<file path="src/rtl/mdu_pkg.sv">
// Shared definitions for the multiply/divide unit: operation and state encodings
// plus the default datapath sizing.
package mdu_pkg;

    localparam int MDU_WIDTH = 32;
    localparam int MDU_CNT_W = 6;

    typedef enum logic [1:0] {
        MD_MULTU = 2'b00,
        MD_MULT  = 2'b01,
        MD_DIVU  = 2'b10,
        MD_DIV   = 2'b11
    } mdop_e;

    typedef enum logic [1:0] {
        S_IDLE = 2'b00,
        S_MUL  = 2'b01,
        S_DIV  = 2'b10,
        S_FIN  = 2'b11
    } state_e;

endpackage

</file>
<file path="src/rtl/mdu_sign_adjust.sv">
// Conditional two's-complement: result = negate ? -value : value.
// Serves both operand magnitude extraction and final result sign correction.
module mdu_sign_adjust #(
    parameter int W = 32
) (
    input  logic [W-1:0] value,
    input  logic         negate,
    output logic [W-1:0] result
);

    assign result = negate ? -value : value;

endmodule

</file>
<file path="src/rtl/mult_div_unit.sv">
// Iterative MULT/MULTU/DIV/DIVU unit writing HI/LO; one bit per cycle on magnitudes,
// with sign correction applied in a single finishing cycle.
module mult_div_unit
    import mdu_pkg::*;
#(
    parameter int WIDTH = MDU_WIDTH,
    parameter int CNT_W = MDU_CNT_W
) (
    input  logic             clk,
    input  logic             reset,
    input  logic             Start,
    input  logic [1:0]       MDop,
    input  logic [WIDTH-1:0] SrcA,
    input  logic [WIDTH-1:0] SrcB,
    input  logic             HiWrite,
    input  logic             LoWrite,
    output logic             Busy,
    output logic             Done,
    output logic             DivByZero,
    output logic [WIDTH-1:0] Hi,
    output logic [WIDTH-1:0] Lo
);

    state_e             state, state_nxt;
    logic [CNT_W-1:0]   cnt;
    logic [2*WIDTH-1:0] acc;
    logic [WIDTH-1:0]   operand;
    logic               is_mul;
    logic               neg_hi, neg_lo;
    logic               done_nxt, dbz_nxt;

    logic               is_div_op, sign_a, sign_b, div_zero;
    logic [WIDTH-1:0]   abs_a, abs_b;

    assign is_div_op = MDop[1];
    assign sign_a    = MDop[0] & SrcA[WIDTH-1];
    assign sign_b    = MDop[0] & SrcB[WIDTH-1];
    assign div_zero  = is_div_op && (SrcB == '0);
    assign Busy      = (state != S_IDLE);

    mdu_sign_adjust #(.W(WIDTH)) u_abs_a (.value(SrcA), .negate(sign_a), .result(abs_a));
    mdu_sign_adjust #(.W(WIDTH)) u_abs_b (.value(SrcB), .negate(sign_b), .result(abs_b));

    // The first iteration runs on the Start edge straight from the operand
    // magnitudes, so WIDTH iterations plus FIN fit in WIDTH+1 edges.
    logic               step_mul;
    logic [2*WIDTH-1:0] step_in, step_next;
    logic [WIDTH-1:0]   step_op;
    logic [WIDTH:0]     mul_sum, div_part, div_diff;

    always_comb begin
        if (state == S_IDLE) begin
            step_mul = ~is_div_op;
            step_op  = is_div_op ? abs_b : abs_a;
            step_in  = is_div_op ? {{WIDTH{1'b0}}, abs_a} : {{WIDTH{1'b0}}, abs_b};
        end else begin
            step_mul = is_mul;
            step_op  = operand;
            step_in  = acc;
        end
    end

    // Shift-add: add multiplicand to the upper half when the multiplier LSB is set.
    assign mul_sum  = {1'b0, step_in[2*WIDTH-1:WIDTH]}
                    + (step_in[0] ? {1'b0, step_op} : {(WIDTH+1){1'b0}});
    // Restoring division: trial-subtract the divisor from the shifted partial remainder;
    // a set MSB in the difference means the divisor did not fit.
    assign div_part = step_in[2*WIDTH-1:WIDTH-1];
    assign div_diff = div_part - {1'b0, step_op};

    always_comb begin
        if (step_mul) begin
            step_next = {mul_sum, step_in[WIDTH-1:1]};
        end else if (!div_diff[WIDTH]) begin
            step_next = {div_diff[WIDTH-1:0], step_in[WIDTH-2:0], 1'b1};
        end else begin
            step_next = {div_part[WIDTH-1:0], step_in[WIDTH-2:0], 1'b0};
        end
    end

    logic [2*WIDTH-1:0] prod_res;
    logic [WIDTH-1:0]   quo_res, rem_res, fin_hi, fin_lo;

    mdu_sign_adjust #(.W(2*WIDTH)) u_prod (.value(acc), .negate(neg_lo), .result(prod_res));
    mdu_sign_adjust #(.W(WIDTH)) u_quo (.value(acc[WIDTH-1:0]), .negate(neg_lo), .result(quo_res));
    mdu_sign_adjust #(.W(WIDTH)) u_rem (.value(acc[2*WIDTH-1:WIDTH]), .negate(neg_hi), .result(rem_res));

    assign fin_hi = is_mul ? prod_res[2*WIDTH-1:WIDTH] : rem_res;
    assign fin_lo = is_mul ? prod_res[WIDTH-1:0]       : quo_res;

    always_ff @(posedge clk or posedge reset) begin
        if (reset) state <= S_IDLE;
        else       state <= state_nxt;
    end

    always_comb begin
        // NOTE: every output of this block gets a default before the case so that no
        // path leaves a variable unassigned, which would otherwise infer a latch.
        state_nxt = state;
        done_nxt  = 1'b0;
        dbz_nxt   = 1'b0;
        case (state)
            S_IDLE: begin
                if (Start) begin
                    // Divide by zero resolves on the Start edge itself; no iterations run.
                    if (div_zero) begin
                        done_nxt = 1'b1;
                        dbz_nxt  = 1'b1;
                    end else begin
                        state_nxt = is_div_op ? S_DIV : S_MUL;
                    end
                end
            end
            S_MUL, S_DIV: begin
                if (cnt == CNT_W'(WIDTH - 2)) state_nxt = S_FIN;
            end
            S_FIN: begin
                state_nxt = S_IDLE;
                done_nxt  = 1'b1;
            end
            default: state_nxt = S_IDLE;
        endcase
    end

    always_ff @(posedge clk or posedge reset) begin
        // NOTE: sequential state uses non-blocking assignments so every register
        // samples the pre-edge values regardless of statement order.
        if (reset) begin
            cnt       <= '0;
            acc       <= '0;
            operand   <= '0;
            is_mul    <= 1'b0;
            neg_hi    <= 1'b0;
            neg_lo    <= 1'b0;
            Done      <= 1'b0;
            DivByZero <= 1'b0;
            Hi        <= '0;
            Lo        <= '0;
        end else begin
            Done      <= done_nxt;
            DivByZero <= dbz_nxt;
            case (state)
                S_IDLE: begin
                    if (Start) begin
                        cnt <= '0;
                        if (div_zero) begin
                            Hi <= SrcA;
                            Lo <= '1;
                        end else begin
                            acc     <= step_next;
                            operand <= step_op;
                            is_mul  <= ~is_div_op;
                            neg_lo  <= sign_a ^ sign_b;
                            neg_hi  <= is_div_op ? sign_a : (sign_a ^ sign_b);
                        end
                    end else begin
                        if (HiWrite) Hi <= SrcA;
                        if (LoWrite) Lo <= SrcA;
                    end
                end
                S_MUL, S_DIV: begin
                    acc <= step_next;
                    cnt <= cnt + CNT_W'(1);
                end
                S_FIN: begin
                    Hi <= fin_hi;
                    Lo <= fin_lo;
                end
                default: ;
            endcase
        end
    end

endmodule

</file>
<file path="config.mk">
export PLATFORM = sky130hd
export DESIGN_NAME = mult_div_unit
export DESIGN_NICKNAME = d
export VERILOG_FILES = /design/src/rtl/mdu_pkg.sv /design/src/rtl/mdu_sign_adjust.sv /design/src/rtl/mult_div_unit.sv
export SDC_FILE = /design/constraint.sdc
export NUM_CORES = 1
export LEC_CHECK = 0
export CORE_AREA = 2 2 212 151
export DETAILED_ROUTE_END_ITERATION = 8
export DIE_AREA = 0 0 214 153
export PLACE_DENSITY_LB_ADDON = 0.25
export SLEW_MARGIN = 20
export SYNTH_ARGS = -nofsm -noshare
export SYNTH_HDL_FRONTEND = slang
export SYNTH_HIERARCHICAL = 1
export SYNTH_SLANG_ARGS = --single-unit
</file>
<file path="constraint.sdc">
create_clock -name clk -period 15.6 [get_ports clk]
set_input_delay 2.34 -clock clk [delete_from_list [all_inputs] [get_ports clk]]
set_output_delay 2.34 -clock clk [all_outputs]
set_load 0.02 [all_outputs]
</file>
==> flow_summary_export.csv <==
group,metric,value,unit
outcome,status,"complete, no violations",
clock_network,cts_setup_buffers,0,
power_and_ir_drop,p_switching,3.11,mW
setup_path,critPathMaxStageDelay,1.02,ns
clock_network,cts_hold_buf,0,
place,io_buffers,137,
detailed_routing,drtIter0Drc,2799,
setup_path,path_max_fanout,16,
setup_path,r2r_cells,19,
sta,setup_violations,0,
clock_network,clock-root-buffer,"clkbuf_16",
synthesis,syn-num-nets,2519,
detailed_routing,drtPass1Iterations,6,
clock_network,cts_resized,0,
sta,slew_violations,0,
setup_path,required,15.95,ns
power_and_ir_drop,design_power_total,5.61,mW
global_route,antenna_found_initial,3,
die,start_util,59.1,%
run,maxCapViolations,0,
die,io_pins,138,
min_path,min_delay_path_depth,2,
die,rows,54,
synthesis,syn_area_per_cell,7.65,um2
setup_path,crit_arrival,9.49,ns
place,hpwl,50200,um
power_and_ir_drop,cellLeakagePower,8.08,nW
setup_path,path_class,"in2reg",
clock_network,clk_latency,0.47,ns
finish,nFillCells,2699,
detailed_routing,wl_per_cell,23.7,um
die,core_area,30700,um2
detailed_routing,ant_nets,0,
clock_network,clk_pin_slew,0.08,ns
clock_network,cts_buffers,17,
finish,syn_to_final_growth,11.8,%
global_route,grt_pass1_vias,17000,
global_route,groute.usage.overall,40.2,%
power_and_ir_drop,p_clk_share,8.1,%
clock_network,cts_htree_levels,4,
sta,fmaxAchievable,0.109,GHz
finish,nNetsFinal,2553,
synthesis,synth-edff-count,0,
finish,most-common-layout-cells,"nand2_1 (328), o21ai_0 (244), nor2_1 (224)",
power_and_ir_drop,pwr-share-seq,18.5,%
setup_path,cp-start-kind,"input pin",
finish,drive_above_1_share,4.91,%
clock_network,cts.sinks,173,
detailed_routing,via_per_inst,6.73,
sta,rsz0062_at_grt,"false",
power_and_ir_drop,peakVddDrop,0.000184,V
min_path,min_path_type,"reg2reg",
finish,final_common_cell,"nand2_1",
sta,post-route-period-util,58.6,%
global_route,grt-ovfl-total,0,
power_and_ir_drop,swShare,55.4,%
synthesis,yosysSeqAreaShare,23.8,%
sta,hold_viol_final,0,
setup_path,slowest_stage,"nor4_1",
detailed_routing,remaining_drc_errors,0,
synthesis,synth-seq-cells,173,
sta,relSlewSlack,21.3,%
detailed_routing,num_vias,19100,
setup_path,crit_chain,"clkdlybuf4s50_1 -> nor4_1 -> nand4b_1 -> o41ai_1 -> xnor2_1 -> mux2i_1 -> nor2_1 -> a21oi_1 -> ha_1 -> a31oi_1 -> o221ai_1 -> a311o_1 -> a211oi_2 -> nor4bb_1 -> o21ai_1 -> and2_1 -> buf_4 -> a2111oi_0 -> or3_1",
sta,finClkSkew,0.0121,ns
synthesis,synthFlopType,"dfrtp_1",
synthesis,synthesis.area,18200,um2
detailed_routing,drt_wl_total,67400,um
power_and_ir_drop,power_frac_comb,73.4,%
die,die_w,214,um
die,die_y,153,um
sta,tightest_slew,1.17,ns
clock_network,cts_tree,"done",
power_and_ir_drop,internal_power,2.51,mW
synthesis,yosysUniqueCellTypes,84,
global_route,grt_max_degree,130,
die,dieArea,32700,um2
power_and_ir_drop,p_per_area,276,nW/um2
global_route,grt_pass1_wl,103000,um
sta,final.setup.tns,0,ns
clock_network,cts.path.max_buffers,2,
synthesis,yosysWarnings,6,
setup_path,crit_path_end_kind,"register",
synthesis,async_reset_ff_share,100,%
place,place.gp.congestion,1.01,
sta,fin_crit,9.14,ns
synthesis,synth_cells,2375,
state kept, by name (all words and copies together), names as in the netlist:
| name | count |
|---|---|
| DivByZero | 1 |
| Done | 1 |
| Hi | 32 |
| Lo | 32 |
| acc | 64 |
| cnt | 6 |
| is_mul | 1 |
| neg_hi | 1 |
| neg_lo | 1 |
| operand | 32 |
| state | 2 |
cell type report:
class                           count  area [um2]  area share [%]
Antenna cell                        2        5.00          0.0246
Clock buffer                       17         425            2.09
Timing Repair Buffer              162        1560            7.68
Clock inverter                     15         173           0.850
Sequential cell                   173        4340            21.3
Multi-Input combinational cell   1999       13100            64.4
Tap cell                          420         526            2.59
Inverter                           56         216            1.07
logic make-up after synthesis:
kind of cell | count (synthesis) | synth area share (%)
compound gates | 670 | 23.6
xor+xnor | 241 | 11.6
fa+ha+maj | 73 | 5.11
buf+inv | 203 | 4.65
flops | 173 | 23.8
mux | 149 | 8.42
simple gates | 866 | 22.8
routing by layer:
metal	GRT usage, %	up-vias	part of all wire [%]
met5	0	-	0.039
met4	10.1	4	2.3
met3	12.4	117	14
met2	54.0	1188	39
met1	61.3	9161	45
li1	-	8668	-
stage by stage:
step | worst slack [ns] | hold WS, ns | instance area [um2] | utilization, % | std cells
6_report | 6.46 | 0.480 | 20300 | 66.1 | 2844
5_1_grt | 6.36 | 0.499 | 20300 | 66.1 | 2842
4_1_cts | 6.90 | 0.485 | 20300 | 66.1 | 2842
3_5_place_dp | 6.43 | 0.469 | 19700 | 64.1 | 2810
3_3_place_gp | 6.74 | 0.460 | 19700 | 64.1 | 2810
2_1_floorplan | 8.57 | 0.450 | 18200 | - | 2375
worst max-delay path, delay by kind of cell:
family          cells  cell delay [ns]
mux                 1             0.20
fa+ha+maj           1             0.35
buf+inv             2             0.91
xor+xnor            1             0.28
simple gates        6             2.91
compound gates      8             2.47
cells in the mapped netlist (8+ instances only):
cell,number,area (um2)
a211oi_1,9,67.6
a21o_1,27,203
a21oi_1,131,656
a31oi_1,16,100
and2_1,8,50.1
and3_1,13,81.3
buf_1,23,86.3
clkbuf_1,105,394
dfrtp_1,173,4330
ha_1,71,888
inv_1,56,210
mux2i_1,142,1420
nand2_1,328,1230
nand2b_1,17,106
nand3_1,39,195
nand3b_1,11,82.6
nand4_1,17,106
nor2_1,224,841
nor2b_1,44,275
nor3_1,31,155
nor4_1,31,194
o211ai_1,8,60.1
o21ai_0,245,1230
o21ai_1,14,70.1
o31ai_1,92,691
o41ai_1,51,447
o41ai_2,11,179
or2_2,10,62.6
or3_1,25,156
or4_1,23,173
or4_4,11,124
xnor2_1,210,1840
xor2_1,31,272
final timing paths:
check	start	endpoint	slack, ns
setup / recovery	SrcA[7]	acc[46]	6.46
hold / removal	Hi[31]	Hi[31]	0.48
setup reg to reg	state[0]	acc[46]	8.92
hold reg to reg	Hi[31]	Hi[31]	0.48
max in group asynchronous	reset	acc[62]	11.29
min in group asynchronous	reset	Lo[22]	2.29
power by group through the flow:
stage / combinational, mW / clock, mW / sequential, mW
6_report: 4.12 / 0.453 / 1.04
5_1_grt: 4.48 / 0.470 / 1.06
4_1_cts: 4.02 / 0.454 / 1.02
3_5_place_dp: 4.00 / 0 / 1.02
3_3_place_gp: 3.92 / 0 / 1.01
2_1_floorplan: 2.90 / 0 / 0.994
Power figures use the tool's default switching activity.
